`src/rtl/diamond_ctrl.sv`:
```
// Diamond placement and eat controller: latches an accepted candidate, detects
// the snake head eating it, keeps the score and produces the registered pixel mask.
module diamond_ctrl #(
    parameter int SIZE          = 10,
    parameter int X_MIN         = 60,
    parameter int X_MAX         = 600,
    parameter int Y_MIN         = 60,
    parameter int Y_MAX         = 460,
    parameter int RESPAWN_DELAY = 16,
    parameter int SCORE_W       = 8
) (
    input  logic               vga_clk,
    input  logic               reset,
    input  logic [11:0]        x_rand,
    input  logic [11:0]        y_rand,
    input  logic [11:0]        head_x,
    input  logic [11:0]        head_y,
    input  logic               head_valid,
    input  logic [11:0]        pixel_column,
    input  logic [11:0]        pixel_row,
    output logic [11:0]        diamond_x,
    output logic [11:0]        diamond_y,
    output logic               diamond_active,
    output logic               eat_pulse,
    output logic [SCORE_W-1:0] score,
    output logic               diamond_pixel
);

    localparam int CNT_W = (RESPAWN_DELAY > 1) ? $clog2(RESPAWN_DELAY) : 1;
    localparam logic [CNT_W-1:0]   CNT_LOAD  = CNT_W'(RESPAWN_DELAY - 1);
    localparam logic [SCORE_W-1:0] SCORE_MAX = '1;
    localparam logic [11:0]        EDGE      = 12'(SIZE - 1);

    typedef enum logic [1:0] {SPAWN, ACTIVE, WAIT} state_t;

    state_t             state_reg, state_next;
    logic [CNT_W-1:0]   cnt_reg, cnt_next;
    logic [11:0]        x_reg, x_next;
    logic [11:0]        y_reg, y_next;
    logic               active_reg, active_next;
    logic               pulse_reg, pulse_next;
    logic [SCORE_W-1:0] score_reg, score_next;
    logic               pixel_reg, pixel_next;

    logic accept;
    logic hit;

    assign accept = (x_rand >= 12'(X_MIN)) && (x_rand <= 12'(X_MAX)) &&
                    (y_rand >= 12'(Y_MIN)) && (y_rand <= 12'(Y_MAX)) &&
                    !((x_rand == head_x) && (y_rand == head_y));
    assign hit    = head_valid && (head_x == x_reg) && (head_y == y_reg);

    always_comb begin
        state_next  = state_reg;
        cnt_next    = cnt_reg;
        x_next      = x_reg;
        y_next      = y_reg;
        active_next = active_reg;
        pulse_next  = 1'b0;
        score_next  = score_reg;
        case (state_reg)
            SPAWN: begin
                if (accept) begin
                    x_next      = x_rand;
                    y_next      = y_rand;
                    active_next = 1'b1;
                    state_next  = ACTIVE;
                end
            end
            ACTIVE: begin
                if (hit) begin
                    pulse_next  = 1'b1;
                    active_next = 1'b0;
                    cnt_next    = CNT_LOAD;
                    state_next  = WAIT;
                    if (score_reg != SCORE_MAX)
                        score_next = score_reg + 1'b1;
                end
            end
            WAIT: begin
                if (cnt_reg == '0)
                    state_next = SPAWN;
                else
                    cnt_next = cnt_reg - 1'b1;
            end
            default: state_next = SPAWN;
        endcase

        // Mask is built from the currently registered diamond, one cycle behind the pixel.
        pixel_next = active_reg &&
                     (pixel_column >= x_reg) && (pixel_column <= x_reg + EDGE) &&
                     (pixel_row >= y_reg) && (pixel_row <= y_reg + EDGE);
    end

    always_ff @(posedge vga_clk) begin
        if (reset) begin
            state_reg  <= SPAWN;
            cnt_reg    <= '0;
            x_reg      <= '0;
            y_reg      <= '0;
            active_reg <= 1'b0;
            pulse_reg  <= 1'b0;
            score_reg  <= '0;
            pixel_reg  <= 1'b0;
        end else begin
            state_reg  <= state_next;
            cnt_reg    <= cnt_next;
            x_reg      <= x_next;
            y_reg      <= y_next;
            active_reg <= active_next;
            pulse_reg  <= pulse_next;
            score_reg  <= score_next;
            pixel_reg  <= pixel_next;
        end
    end

    assign diamond_x      = x_reg;
    assign diamond_y      = y_reg;
    assign diamond_active = active_reg;
    assign eat_pulse      = pulse_reg;
    assign score          = score_reg;
    assign diamond_pixel  = pixel_reg;

endmodule

```
`config.mk`:
```
export PLATFORM = sky130hd
export DESIGN_NAME = diamond_ctrl
export DESIGN_NICKNAME = d
export VERILOG_FILES = /design/src/rtl/diamond_ctrl.sv
export SDC_FILE = /design/constraint.sdc
export NUM_CORES = 1
export LEC_CHECK = 0
export ABC_AREA = 1
export CAP_MARGIN = 10
export CORE_MARGIN = 2
export CORE_UTILIZATION = 50
export CTS_CLUSTER_DIAMETER = 60
export DETAILED_ROUTE_END_ITERATION = 7
export GPL_ROUTABILITY_DRIVEN = 0
export GPL_TIMING_DRIVEN = 0
export PLACE_DENSITY = 0.91
export SYNTH_ARGS = -nofsm -noshare
export SYNTH_HDL_FRONTEND = slang
export SYNTH_SLANG_ARGS = --single-unit
```
`constraint.sdc`:
```
create_clock -name vga_clk -period 3.4 [get_ports vga_clk]
set_input_delay 1.02 -clock vga_clk [delete_from_list [all_inputs] [get_ports vga_clk]]
set_output_delay 1.02 -clock vga_clk [all_outputs]
set_load 0.01 [all_outputs]
```
; Word level (Yosys, flattened, before mapping)
; Cells that the tools add are included.
[totals]
in_bits = 75
reg_bits = 41
word_cells = 65
[op_classes]
n_lt_le_gt_ge = 8
n_bitwise = 1
muxes = 11
eq_ne = 11
n_reduce_logical = 22
add_sub_neg = 4
[op_table]
columns = operator, n
row1 = $eq A12 B12 Y1, 4
row2 = $add A12 B4 Y12 const B, 2
row3 = $ge A12 B12 Y1, 2
row4 = $ge A12 B6 Y1 const B, 2
row5 = $le A12 B12 Y1, 2
row6 = $le A12 B10 Y1 const B, 1
row7 = $le A12 B9 Y1 const B, 1
row8 = $reduce_and A3 Y1, 4
row9 = $logic_and A1 B1 Y1, 11
row10 = $add A8 B1 Y8 const B, 1
row11 = $mux W4, 2
row12 = $ne A2 B2 Y1 const B, 4
row13 = $ne A8 B8 Y1 const B, 1
row14 = $pmux W4 S2, 1
row15 = $mux W2, 3
row16 = $pmux W2 S3, 1
row17 = $logic_not A4 Y1, 1
row18 = $reduce_bool A2 Y1, 2
row19 = $sub A4 B1 Y4 const B, 1
row20 = $mux W1, 3
row21 = $eq A2 B1 Y1 const B, 1
row22 = $eq A2 B2 Y1 const B, 1
row23 = $logic_not A2 Y1, 1
row24 = $pmux W1 S2, 1
row25 = other kinds (4), 4

; Logic depth before layout (Yosys ltp)
; Gate-level depths: netlist of run 1.
[logic_depth]
ltp_word = 7
depth_mapped = 17

; Worst setup path after synthesis of run 1
; No wires, ideal clock.
[synth_path]
kind = register -> register
from = register x_reg[0] (netlist: diamond_x[0])
to = register pixel_reg (netlist: diamond_pixel)
n_path_buf = 0
slack_ns = 0.925
period_less_slack_ns = 2.475
path_stages_with_launch = 17
required_ns = 3.336
arrival_time_ns = 2.412
path_cell_list = dfxtp_1 ha_1 nand2_1 nand2_1 nand3_1 nor3_1 nand3_1 xor2_1 ha_1 nand2_1 inv_1 nand3_1 nor3_1 nand4_1 a21oi_1 nand3_1 nor2_1
[synth_between]
elab_chain_len = 5
word_cells_on_any_way = 7
classes_between = add/sub: 1 / order compare: 2 / reduce/logical: 4
[synth_rtl]
columns = item, line
row1 = start: declaration, 38  ; logic [11:0] x_reg, x_next;
row2 = start signal: assignment, 108  ; x_reg <= x_next;
row3 = $add A12 B4 Y12 or $ge A12 B12 Y1 (tied branches), 91  ; (pixel_column >= x_reg) && (pixel_column <= x_reg + EDGE) &&
row4 = $le A12 B12 Y1 or $logic_and A1 B1 Y1 (tied branches), "91, 90"
row5 = $logic_and A1 B1 Y1 (*) (2 in a row), 91
row6 = $logic_and A1 B1 Y1 (*), 92  ; (pixel_row >= y_reg) && (pixel_row <= y_reg + EDGE);
row7 = end signal: assignment, 113  ; pixel_reg <= pixel_next;
row8 = end: declaration, 43  ; logic pixel_reg, pixel_next;
; Every way passes the cells marked *; elsewhere a longest branch is shown, timed or not.
; A chain may end at the register's enable or synchronous reset.

; Final worst setup path of run 1
; Same ends and word-level chain as after synthesis.

==> results of run 1 <==
-- how the worst max path moves through the flow --
stage,end
after floorplan,diamond_pixel$_SDFF_PP0_
after global placement,diamond_x[6]$_SDFFE_PP0P_
after detailed placement,diamond_pixel$_SDFF_PP0_
after CTS,diamond_pixel$_SDFF_PP0_
after global routing,diamond_pixel$_SDFF_PP0_
final,diamond_pixel$_SDFF_PP0_
-- metal layers --
| metal | share of wire | global-route usage | vias to the layer above |
|---|---|---|---|
| li1 | - | - | 2404 |
| met1 | 0.39 | 0.339 | 2186 |
| met5 | 0 | 0 | - |
| met3 | 0.086 | 0.0415 | 49 |
| met4 | 0.041 | 0.130 | 0 |
| met2 | 0.48 | 0.527 | 273 |
-- power groups by stage --
stage	clock, W	combinational [W]	sequential [W]
floorplan	0	0.000163	0.000501
global placement	0	0.000321	0.000501
detailed placement	0	0.000334	0.000501
CTS	0.000425	0.000337	0.000490
global route	0.000443	0.000377	0.000491
finish	0.000426	0.000341	0.000490
-- logic make-up after synthesis --
| logic type | Yosys count |
|---|---|
| xor gates and xnor gates | 50 |
| adders and majority gates | 52 |
| DFF | 41 |
| AOI/OAI and AO/OA | 57 |
| and+or+nand+nor | 374 |
| buffers and inverters | 95 |
-- Yosys cell counts, drive strengths merged (13+ instances only) --
library cell  count  area share
inv              85       0.075
o21ai            13       0.015
nand4            27       0.040
ha               52        0.15
nor2             90       0.085
dfxtp            41        0.19
xor2             23       0.047
nand2           185        0.17
a21oi            35       0.041
nor3             13       0.016
xnor2            27       0.055
nand3            45       0.058
-- worst register-to-register path, cell delays in order (launching register included) --
cell     delay [ns]
dfxtp_1        0.47
ha_1           0.24
nand2_1        0.07
nand2_1        0.11
nand3_1        0.12
nor3_1         0.29
nand3_1        0.14
xor2_1         0.17
ha_1           0.28
nand2_1        0.06
inv_1          0.06
nand3_1        0.10
nor3_1         0.31
nand4_1        0.15
a21oi_1        0.18
nand3_1        0.10
nor2_1         0.11
-- metrics by stage --
step / instance area (sq um) / hold slack (ns)
2_1_floorplan: 4260 / 0.454
3_3_place_gp: 5490 / 0.461
3_5_place_dp: 5490 / 0.468
4_1_cts: 5610 / 0.481
5_1_grt: 5610 / 0.503
6_report: 5610 / 0.483
-- cell type report --
class,instances,area share
Buffer,8,0.0100
Clock buffer,6,0.0147
Sequential cell,41,0.146
Multi-Input combinational cell,533,0.546
Timing Repair Buffer,109,0.195
Clock inverter,2,0.00669
Inverter,87,0.0582
Tap cell,105,0.0234
==> key figures, run 1 <==
Worst setup path
  • Worst path slowest cell: dfxtp_1
  • Critical path depth: 16
  • Critical Path Start: diamond_x[0]$_SDFFE_PP0P_
  • Worst R2R Path Depth: 16
  • Reg2reg start: diamond_x[0]$_SDFFE_PP0P_
  • CP arrival: 3.24 ns
  • CP Class: reg2reg
  • Critical path capture point type: flip-flop
  • Buffers & Inverters on Critical Path: 1
  • Worst-path maximum fanout: 6
  • Reg2reg setup slack: around 0.4 ns
  • Reg-to-reg endpoint: diamond_pixel$_SDFF_PP0_
  • Critical path required time: about 3.6 ns
  • Crit-path leading delay family: simple AND/OR/NAND/NOR gates
  • Crit path largest cell delay: approximately 0.47 ns
  • Startpoint types: flip-flop
  • CP most frequent cell: nand3_1
  • Critical path, cell by cell: ha_1 -> nand2_1 -> nand2_1 -> nand3_1 -> nor3_1 -> nand3_1 -> xor2_1 -> ha_1 -> nand2_1 -> inv_1 -> nand3_1 -> nor3_1 -> nand4_1 -> a21oi_1 -> nand3_1 -> nor2_1

Global route
  • First-pass GRT wire length: between 20000 and 25000 um
  • GRT Residual Overflow: 0
  • Vias in the first global route: 4835
  • Largest net degree at the start of global routing: 14
  • Antenna violations before repair: 0
  • GRT Overall Usage: 0.292

Route
  • DRC Markers: 0
  • Initial DRC count: about 350
  • Vias post-DR: a little under 5000
  • WL/cell: around 15 um
  • Total wire length: roughly 13000 um
  • Via/cell ratio: between 5 and 6
  • Antenna viol nets, final: 0
  • Pre-antenna DRT Iters: 6

STA
  • Slew Viols, Final: 0
  • Setup violations, final: 0
  • Fmax: 334 MHz
  • Endpoints failing hold: 0
  • Unrepaired setup endpoints after global routing: no
  • Tcrit/Tclk final: 0.881
  • Relative slew margins: 0.691
  • Post-route minimum period: 3.00 ns
  • Worst Slack Setup Final: around 0.40 ns
  • Final setup TNS: 0 ns
  • Worst-margin pin slew: around 0.46 ns
  • Clock Skew: between 0.007 and 0.008 ns

Yosys
  • Post-synth EDFFs: 0
  • Post-Syn Area: around 4300 sq um
  • Largest family of logic cells by synthesized area: simple AND/OR/NAND/NOR gates
  • Sequential fraction of the synthesis area: 0.192
  • Synthesized area per cell: roughly 6.4 sq um
  • Mux cell area share after synthesis: 0
  • Netlist cell types: 42
  • Synth Area in Compound Gates: 0.0734
  • Warnings, synthesis: 0
  • Gate Count Post-Synth: 669
  • XOR/XNOR share of the synthesized area: 0.103
  • Yosys reg bits: 41
  • Syn nets: ~800
  • Synth Area in Simple Gates: 0.389
  • Post-Synth Adder-Cell Area: 0.153
  • Top FF cell, synth: dfxtp_1
  • Fraction of registers with async set/reset: 0

Cells and area
  • Layout area overhead: 31.5%
  • Fillers: just over 700
  • Layout cells sized above 1: 0.0674
  • Most common cell after layout, fill and taps aside: nand2_1
  • Number of nets in the layout: about 900
  • Final cell count without fillers: ~900
  • Post-layout util: 0.679
  • Reg area: 821 sq um
  • N_diodes: 0
  • Multi-input combinational cell area: around 3000 sq um
  • Most frequent cells in the layout: nand2_1, clkdlybuf4s50_1, nor2_1

Power
  • Maximum vdd drop: around 0.20 mV
  • Switching pwr: about 0.00036 W
  • Leakage: around 2.6 nW
  • Clock group share of total power: 0.339
  • Sw frac: 0.290
  • Sequential power share: 0.390
  • Overall Power: between 0.001 and 0.0015 W
  • Internal power: ~0.00089 W
  • Cell Pwr Density: approximately 220 nW/um^2
  • Combinational group share of total power: 0.271

Min path
  • Worst Hold Class: reg2reg
  • Hold wc startpoint: diamond_x[11]$_SDFFE_PP0P_
  • Hold Crit Depth: 2
  • Hold endpoint: diamond_x[11]$_SDFFE_PP0P_

Floorplan
  • Die Area: 9280 sq um
  • FP Rows: 33
  • Initial Util: 0.516
  • # IOs: between 100 and 150
  • DIE HEIGHT: slightly below 100 um
  • Core Box Area: about 8300 sq um
  • Die width: about 96 um

CTS
  • H-tree depth: 2
  • Total CTS buffers: 5
  • Hold Buf Count CTS: 0
  • Cts repair resizes: 0
  • Deepest clock path buffer count: 2
  • TritonCTS clock tree: yes
  • Root Buffer: clkbuf_8
  • Clk pin slew, worst setup/hold paths: roughly 0.090 ns
  • Post-CTS setup buffers: 0
  • Clk sinks: around 40
  • Clk_lat worst skew: ~0.30 ns

Place
  • Detailed placer's ending HPWL: about 11000 um
  • # placed instances: just under 900
  • IO Port Bufs: around 110
  • Worst slack, placed: ~0.44 ns

Job
  • Max-cap violation count: 0

Run status
  • Outcome: completed
(Power assumes the default switching activity.)
==> run 2, diff against run 1 <==
--- a/config.mk
+++ b/config.mk
@@ -7,7 +7,6 @@
 export LEC_CHECK = 0
 export ABC_AREA = 1
 export CAP_MARGIN = 10
-export CORE_MARGIN = 2
 export CORE_UTILIZATION = 50
 export CTS_CLUSTER_DIAMETER = 60
 export DETAILED_ROUTE_END_ITERATION = 7
@@ -17,3 +16,4 @@
 export SYNTH_ARGS = -nofsm -noshare
 export SYNTH_HDL_FRONTEND = slang
 export SYNTH_SLANG_ARGS = --single-unit
+export TNS_END_PERCENT = 100
==> key figures, run 2 (same netlist as run 1, synthesis figures left out) <==
Run status
  • Outcome: complete, but fails checks
  • Failing checks: DRC

Global route
  • First-pass GRT wire length: 21800 um
  • GRT Residual Overflow: 0
  • Vias in the first global route: ~5000
  • Largest net degree at the start of global routing: 14
  • GRT Overall Usage: 0.311
  • Antenna violations before repair: 0

Cells and area
  • Most common cell after layout, fill and taps aside: nand2_1
  • Most frequent cells in the layout: nand2_1, clkdlybuf4s50_1, nor2_1
  • Reg area: approximately 820 sq um
  • Layout area overhead: 31.5%
  • N_diodes: 0
  • Post-route design area: 5610 sq um
  • Multi-input combinational cell area: approximately 3100 sq um
  • Layout cells sized above 1: 0.0674
  • Fillers: 711
  • Number of nets in the layout: roughly 900
  • Post-layout util: 0.682
  • Final cell count without fillers: between 800 and 900

Power
  • Maximum vdd drop: roughly 0.17 mV
  • Leakage: between 2 and 3 nW
  • Cell Pwr Density: ~220 nW/um^2
  • Overall Power: approximately 0.0013 W

Min path
  • Worst Hold Class: reg2reg

STA
  • Clock Skew: about 0.0077 ns
  • Worst-margin pin slew: 0.476 ns
  • Tcrit/Tclk final: 0.877
  • Fmax: 335 MHz
  • Post-route minimum period: slightly below 3 ns
  • Final setup TNS: 0 ns
  • Endpoints failing hold: 0
  • Unrepaired setup endpoints after global routing: no
  • Slew Viols, Final: 0
  • Relative slew margins: 0.682
  • Setup violations, final: 0

Worst setup path
  • Reg-to-reg endpoint: diamond_pixel$_SDFF_PP0_
  • Critical Path Start: diamond_y[0]$_SDFFE_PP0P_
  • Critical path required time: between 3 and 4 ns
  • Worst-path maximum fanout: 6
  • Crit path to: diamond_pixel$_SDFF_PP0_
  • Startpoint types: flip-flop
  • Reg2reg start: diamond_y[0]$_SDFFE_PP0P_
  • Worst R2R Path Depth: 16
  • Critical path capture point type: flip-flop
  • CP arrival: approximately 3.2 ns
  • Reg2reg setup slack: roughly 0.42 ns
  • CP Class: reg2reg

Floorplan
  • Core Box Area: roughly 8200 sq um
  • Die Area: between 8000 and 9000 sq um
  • # IOs: between 100 and 150
  • DIE HEIGHT: approximately 94 um
  • Die width: roughly 94 um
  • Initial Util: 0.519
  • FP Rows: 33

Route
  • DRC Markers: 4
  • WL/cell: 15.1 um
  • Pre-antenna DRT Iters: 8
  • Total wire length: roughly 13000 um
  • Via/cell ratio: approximately 5.6
  • Antenna viol nets, final: 0
  • Vias post-DR: between 4000 and 5000
  • Initial DRC count: between 300 and 400

Place
  • IO Port Bufs: 109
  • Dpl cell area: between 5000 and 6000 sq um
  • # placed instances: 883
  • Detailed placer's ending HPWL: ~11000 um

CTS
  • Post-CTS setup buffers: 0
  • Hold Buf Count CTS: 0
  • Clk pin slew, worst setup/hold paths: 0.09 ns
  • TritonCTS clock tree: yes
  • H-tree depth: 2
  • Total CTS buffers: 5
  • Root Buffer: clkbuf_8
  • Cts repair resizes: 0
  • Deepest clock path buffer count: 2
  • Clk sinks: 41
  • Clk_lat worst skew: 0.30 ns

Job
  • Max-cap violation count: 0
[run 2: cell counts in the layout (fill, tap and decap cells not counted)]
Identical to the previous run, type by type.
[run 2: cell type report]
cell class | instances | area share
clock inverters | 2 | 0.00669
inverters | 87 | 0.0582
plain buffers | 8 | 0.0100
clock buffers | 6 | 0.0147
well taps | 105 | 0.0234
repair buffers | 109 | 0.195
flip-flops and latches | 41 | 0.146
multi-input cells | 533 | 0.546
[run 2: layer usage]
metal  track usage  vias to the layer above  wire (um)
met2         0.540                      301       6420
met4         0.182                        0        737
met3        0.0403                       73       1100
met1         0.365                     2226       5230
met5             0                        -          0
li1              -                     2394          -
[run 2: per-stage QoR]
stage	hold slack (ns)	setup WS, ns
floorplan	0.454	0.925
global placement	0.461	0.537
detailed placement	0.468	0.468
CTS	0.480	0.426
global route	0.511	0.167
finish	0.477	0.419
[run 2: where the power goes]
group	total, W	internal, W	switching (W)
Clock	0.000424	0.000239	0.000185
Combinational	0.000344	0.000170	0.000174
Sequential	0.000490	0.000484	0.00000637
[run 2: how the worst min path moves through the flow]
stage	end	slack, ns	cells after the start	from
6_report	diamond_x[11]$_SDFFE_PP0P_	0.48	2	diamond_x[11]$_SDFFE_PP0P_
5_1_grt	diamond_x[11]$_SDFFE_PP0P_	0.51	2	diamond_x[11]$_SDFFE_PP0P_
4_1_cts	diamond_x[11]$_SDFFE_PP0P_	0.48	2	diamond_x[11]$_SDFFE_PP0P_
3_5_place_dp	diamond_x[11]$_SDFFE_PP0P_	0.47	2	diamond_x[11]$_SDFFE_PP0P_
3_3_place_gp	diamond_x[11]$_SDFFE_PP0P_	0.46	2	diamond_x[11]$_SDFFE_PP0P_
2_1_floorplan	cnt_reg[2]$_SDFFE_PP0P_	0.45	2	cnt_reg[2]$_SDFFE_PP0P_
[run 2: critical path, cell delays in order (launching register included)]
cell and delay (ns):
dfxtp_1 0.48, ha_1 0.24, nand2_1 0.08, nand2_1 0.10, nand3_1 0.11, nor3_1 0.33, nand3_1 0.19, xor2_1 0.17
inv_1 0.06, ha_1 0.28, nand4_1 0.14, nor3_1 0.22, nand2_1 0.13, o2111ai_1 0.09, nand2_1 0.11, nand3_1 0.10
nor2_1 0.05
==> run 3, diff against run 2 <==
--- a/config.mk
+++ b/config.mk
@@ -7,12 +7,13 @@
 export LEC_CHECK = 0
 export ABC_AREA = 1
 export CAP_MARGIN = 10
-export CORE_UTILIZATION = 50
+export CORE_UTILIZATION = 55
 export CTS_CLUSTER_DIAMETER = 60
 export DETAILED_ROUTE_END_ITERATION = 7
+export DONT_BUFFER_PORTS = 1
 export GPL_ROUTABILITY_DRIVEN = 0
 export GPL_TIMING_DRIVEN = 0
-export PLACE_DENSITY = 0.91
+export PLACE_DENSITY = 0.79
 export SYNTH_ARGS = -nofsm -noshare
 export SYNTH_HDL_FRONTEND = slang
 export SYNTH_SLANG_ARGS = --single-unit
==> key figures, run 3 (same netlist as run 1, synthesis figures left out) <==
Floorplan
  • Die Area: between 8000 and 9000 sq um
  • Core Box Area: about 7400 sq um
  • Die width: around 90 um
  • FP Rows: 31
  • DIE HEIGHT: roughly 90 um
  • # IOs: 110
  • Initial Util: 0.579

Cells and area
  • Layout cells sized above 1: 0.0783
  • Most common cell after layout, fill and taps aside: nand2_1
  • Post-route design area: between 4000 and 5000 sq um
  • Fillers: about 700
  • Most frequent cells in the layout: nand2_1, nor2_1, inv_1
  • N_diodes: 0
  • Multi-input combinational cell area: 3060 sq um
  • Reg area: roughly 820 sq um
  • Number of nets in the layout: between 800 and 900
  • Layout area overhead: 5.60%

Route
  • Initial DRC count: roughly 280
  • Vias post-DR: 4366
  • Met2 routed WL: approximately 5700 um
  • Met1 WL: roughly 4600 um
  • Antenna viol nets, final: 0
  • Highest Signal Layer: met4
  • Met3 WL post-DR: roughly 1200 um
  • WL/cell: about 15 um
  • DRC Markers: 0
  • Total wire length: 11900 um
  • Pre-antenna DRT Iters: 5
  • Via/cell ratio: 5.63

CTS
  • Hold Buf Count CTS: 0
  • TritonCTS clock tree: yes
  • H-tree depth: 2
  • Root Buffer: clkbuf_8
  • Total CTS buffers: 5
  • Clk pin slew, worst setup/hold paths: about 0.080 ns
  • Post-CTS setup buffers: 0
  • Clk sinks: 41
  • Clk_lat worst skew: approximately 0.30 ns
  • Deepest clock path buffer count: 2
  • Cts repair resizes: 0

Worst setup path
  • CP arrival: ~3.3 ns
  • Startpoint types: flip-flop
  • CP Class: reg2reg
  • Worst-path maximum fanout: 6
  • Critical path required time: 3.64 ns
  • Critical path capture point type: flip-flop

Power
  • Maximum vdd drop: between 0.15 and 0.2 mV
  • Combinational group share of total power: 0.188
  • Cell Pwr Density: 246 nW/um^2
  • Sw frac: 0.282
  • Switching pwr: a little over 0.0003 W
  • Leakage: 2.18 nW
  • Internal power: slightly below 0.0008 W
  • Clock group share of total power: 0.367
  • Sequential power share: 0.445

Run status
  • Outcome: completed

Global route
  • GRT Residual Overflow: 0
  • First-pass GRT wire length: between 15000 and 20000 um
  • Vias in the first global route: about 4300
  • Antenna violations before repair: 0
  • Largest net degree at the start of global routing: 15
  • GRT Overall Usage: 0.298

Place
  • IO Port Bufs: 0
  • Detailed placer's ending HPWL: about 10000 um
  • Dpl cell area: between 4000 and 5000 sq um
  • Worst slack, placed: 0.390 ns

STA
  • Worst-margin pin slew: about 0.46 ns
  • Slew Viols, Final: 0
  • Setup violations, final: 0
  • Clock Skew: 0.00411 ns
  • Tcrit/Tclk final: 0.894
  • Unrepaired setup endpoints after global routing: no
  • Relative slew margins: 0.695
  • Post-route minimum period: approximately 3.0 ns
  • Worst Slack Setup Final: around 0.36 ns
  • Fmax: between 300 and 400 MHz
  • Final setup TNS: 0 ns
  • Endpoints failing hold: 0
  • Worst hold margin: about 0.48 ns

Job
  • Max-cap violation count: 0

Min path
  • Worst Hold Class: reg2reg
run 3: cell types whose count changed in the layout (fill, tap and decap cells not counted), sizes merged:
cell           change
clkbuf             -1
clkinv             +1
clkdlybuf4s50    -109
run 3: layout make-up:
type	count	share of cell area
Buffer	8	0.0125
Clock buffer	5	0.0153
Clock inverter	3	0.0103
Inverter	87	0.0725
Multi-Input combinational cell	533	0.680
Sequential cell	41	0.182
Tap cell	99	0.0275
run 3: per-layer routing:
layer,vias up,track usage
li1,2177,-
met1,1970,0.329
met2,186,0.533
met3,33,0.0821
met4,0,0.125
met5,-,0
run 3: path summary, 6_finish.rpt:
| kind | startpoint | to | slack [ns] | depth (start not counted) |
|---|---|---|---|---|
| max | diamond_x[0]$_SDFFE_PP0P_ | diamond_pixel$_SDFF_PP0_ | 0.36 | 16 |
| min | cnt_reg[2]$_SDFFE_PP0P_ | cnt_reg[2]$_SDFFE_PP0P_ | 0.48 | 2 |
| max reg2reg | diamond_x[0]$_SDFFE_PP0P_ | diamond_pixel$_SDFF_PP0_ | 0.36 | 16 |
| min reg2reg | cnt_reg[2]$_SDFFE_PP0P_ | cnt_reg[2]$_SDFFE_PP0P_ | 0.48 | 2 |
run 3: per-stage QoR:
stage	util	instances	total power, W
CTS	0.611	776	0.00111
finish	0.611	776	0.00111
global route	0.611	776	0.00116
floorplan	-	669	0.000665
global placement	0.595	768	0.000699
detailed placement	0.595	768	0.000709
run 3: critical path, cell delays in order (launching register included):
cell     delay [ns]
dfxtp_1        0.51
ha_1           0.25
nand2_1        0.07
nand2_1        0.11
nand3_1        0.12
nor3_1         0.30
nand3_1        0.14
xor2_1         0.17
ha_1           0.28
nand2_1        0.07
inv_1          0.05
nand3_1        0.13
nor3_1         0.26
nand4_1        0.14
a21oi_1        0.18
nand3_1        0.11
nor2_1         0.11
run 3: power groups by stage:
stage	logic (W)	registers (W)	clock network, W
finish	0.000208	0.000492	0.000406
global route	0.000240	0.000493	0.000431
CTS	0.000207	0.000492	0.000412
detailed placement	0.000206	0.000503	0
global placement	0.000196	0.000503	0
floorplan	0.000163	0.000501	0
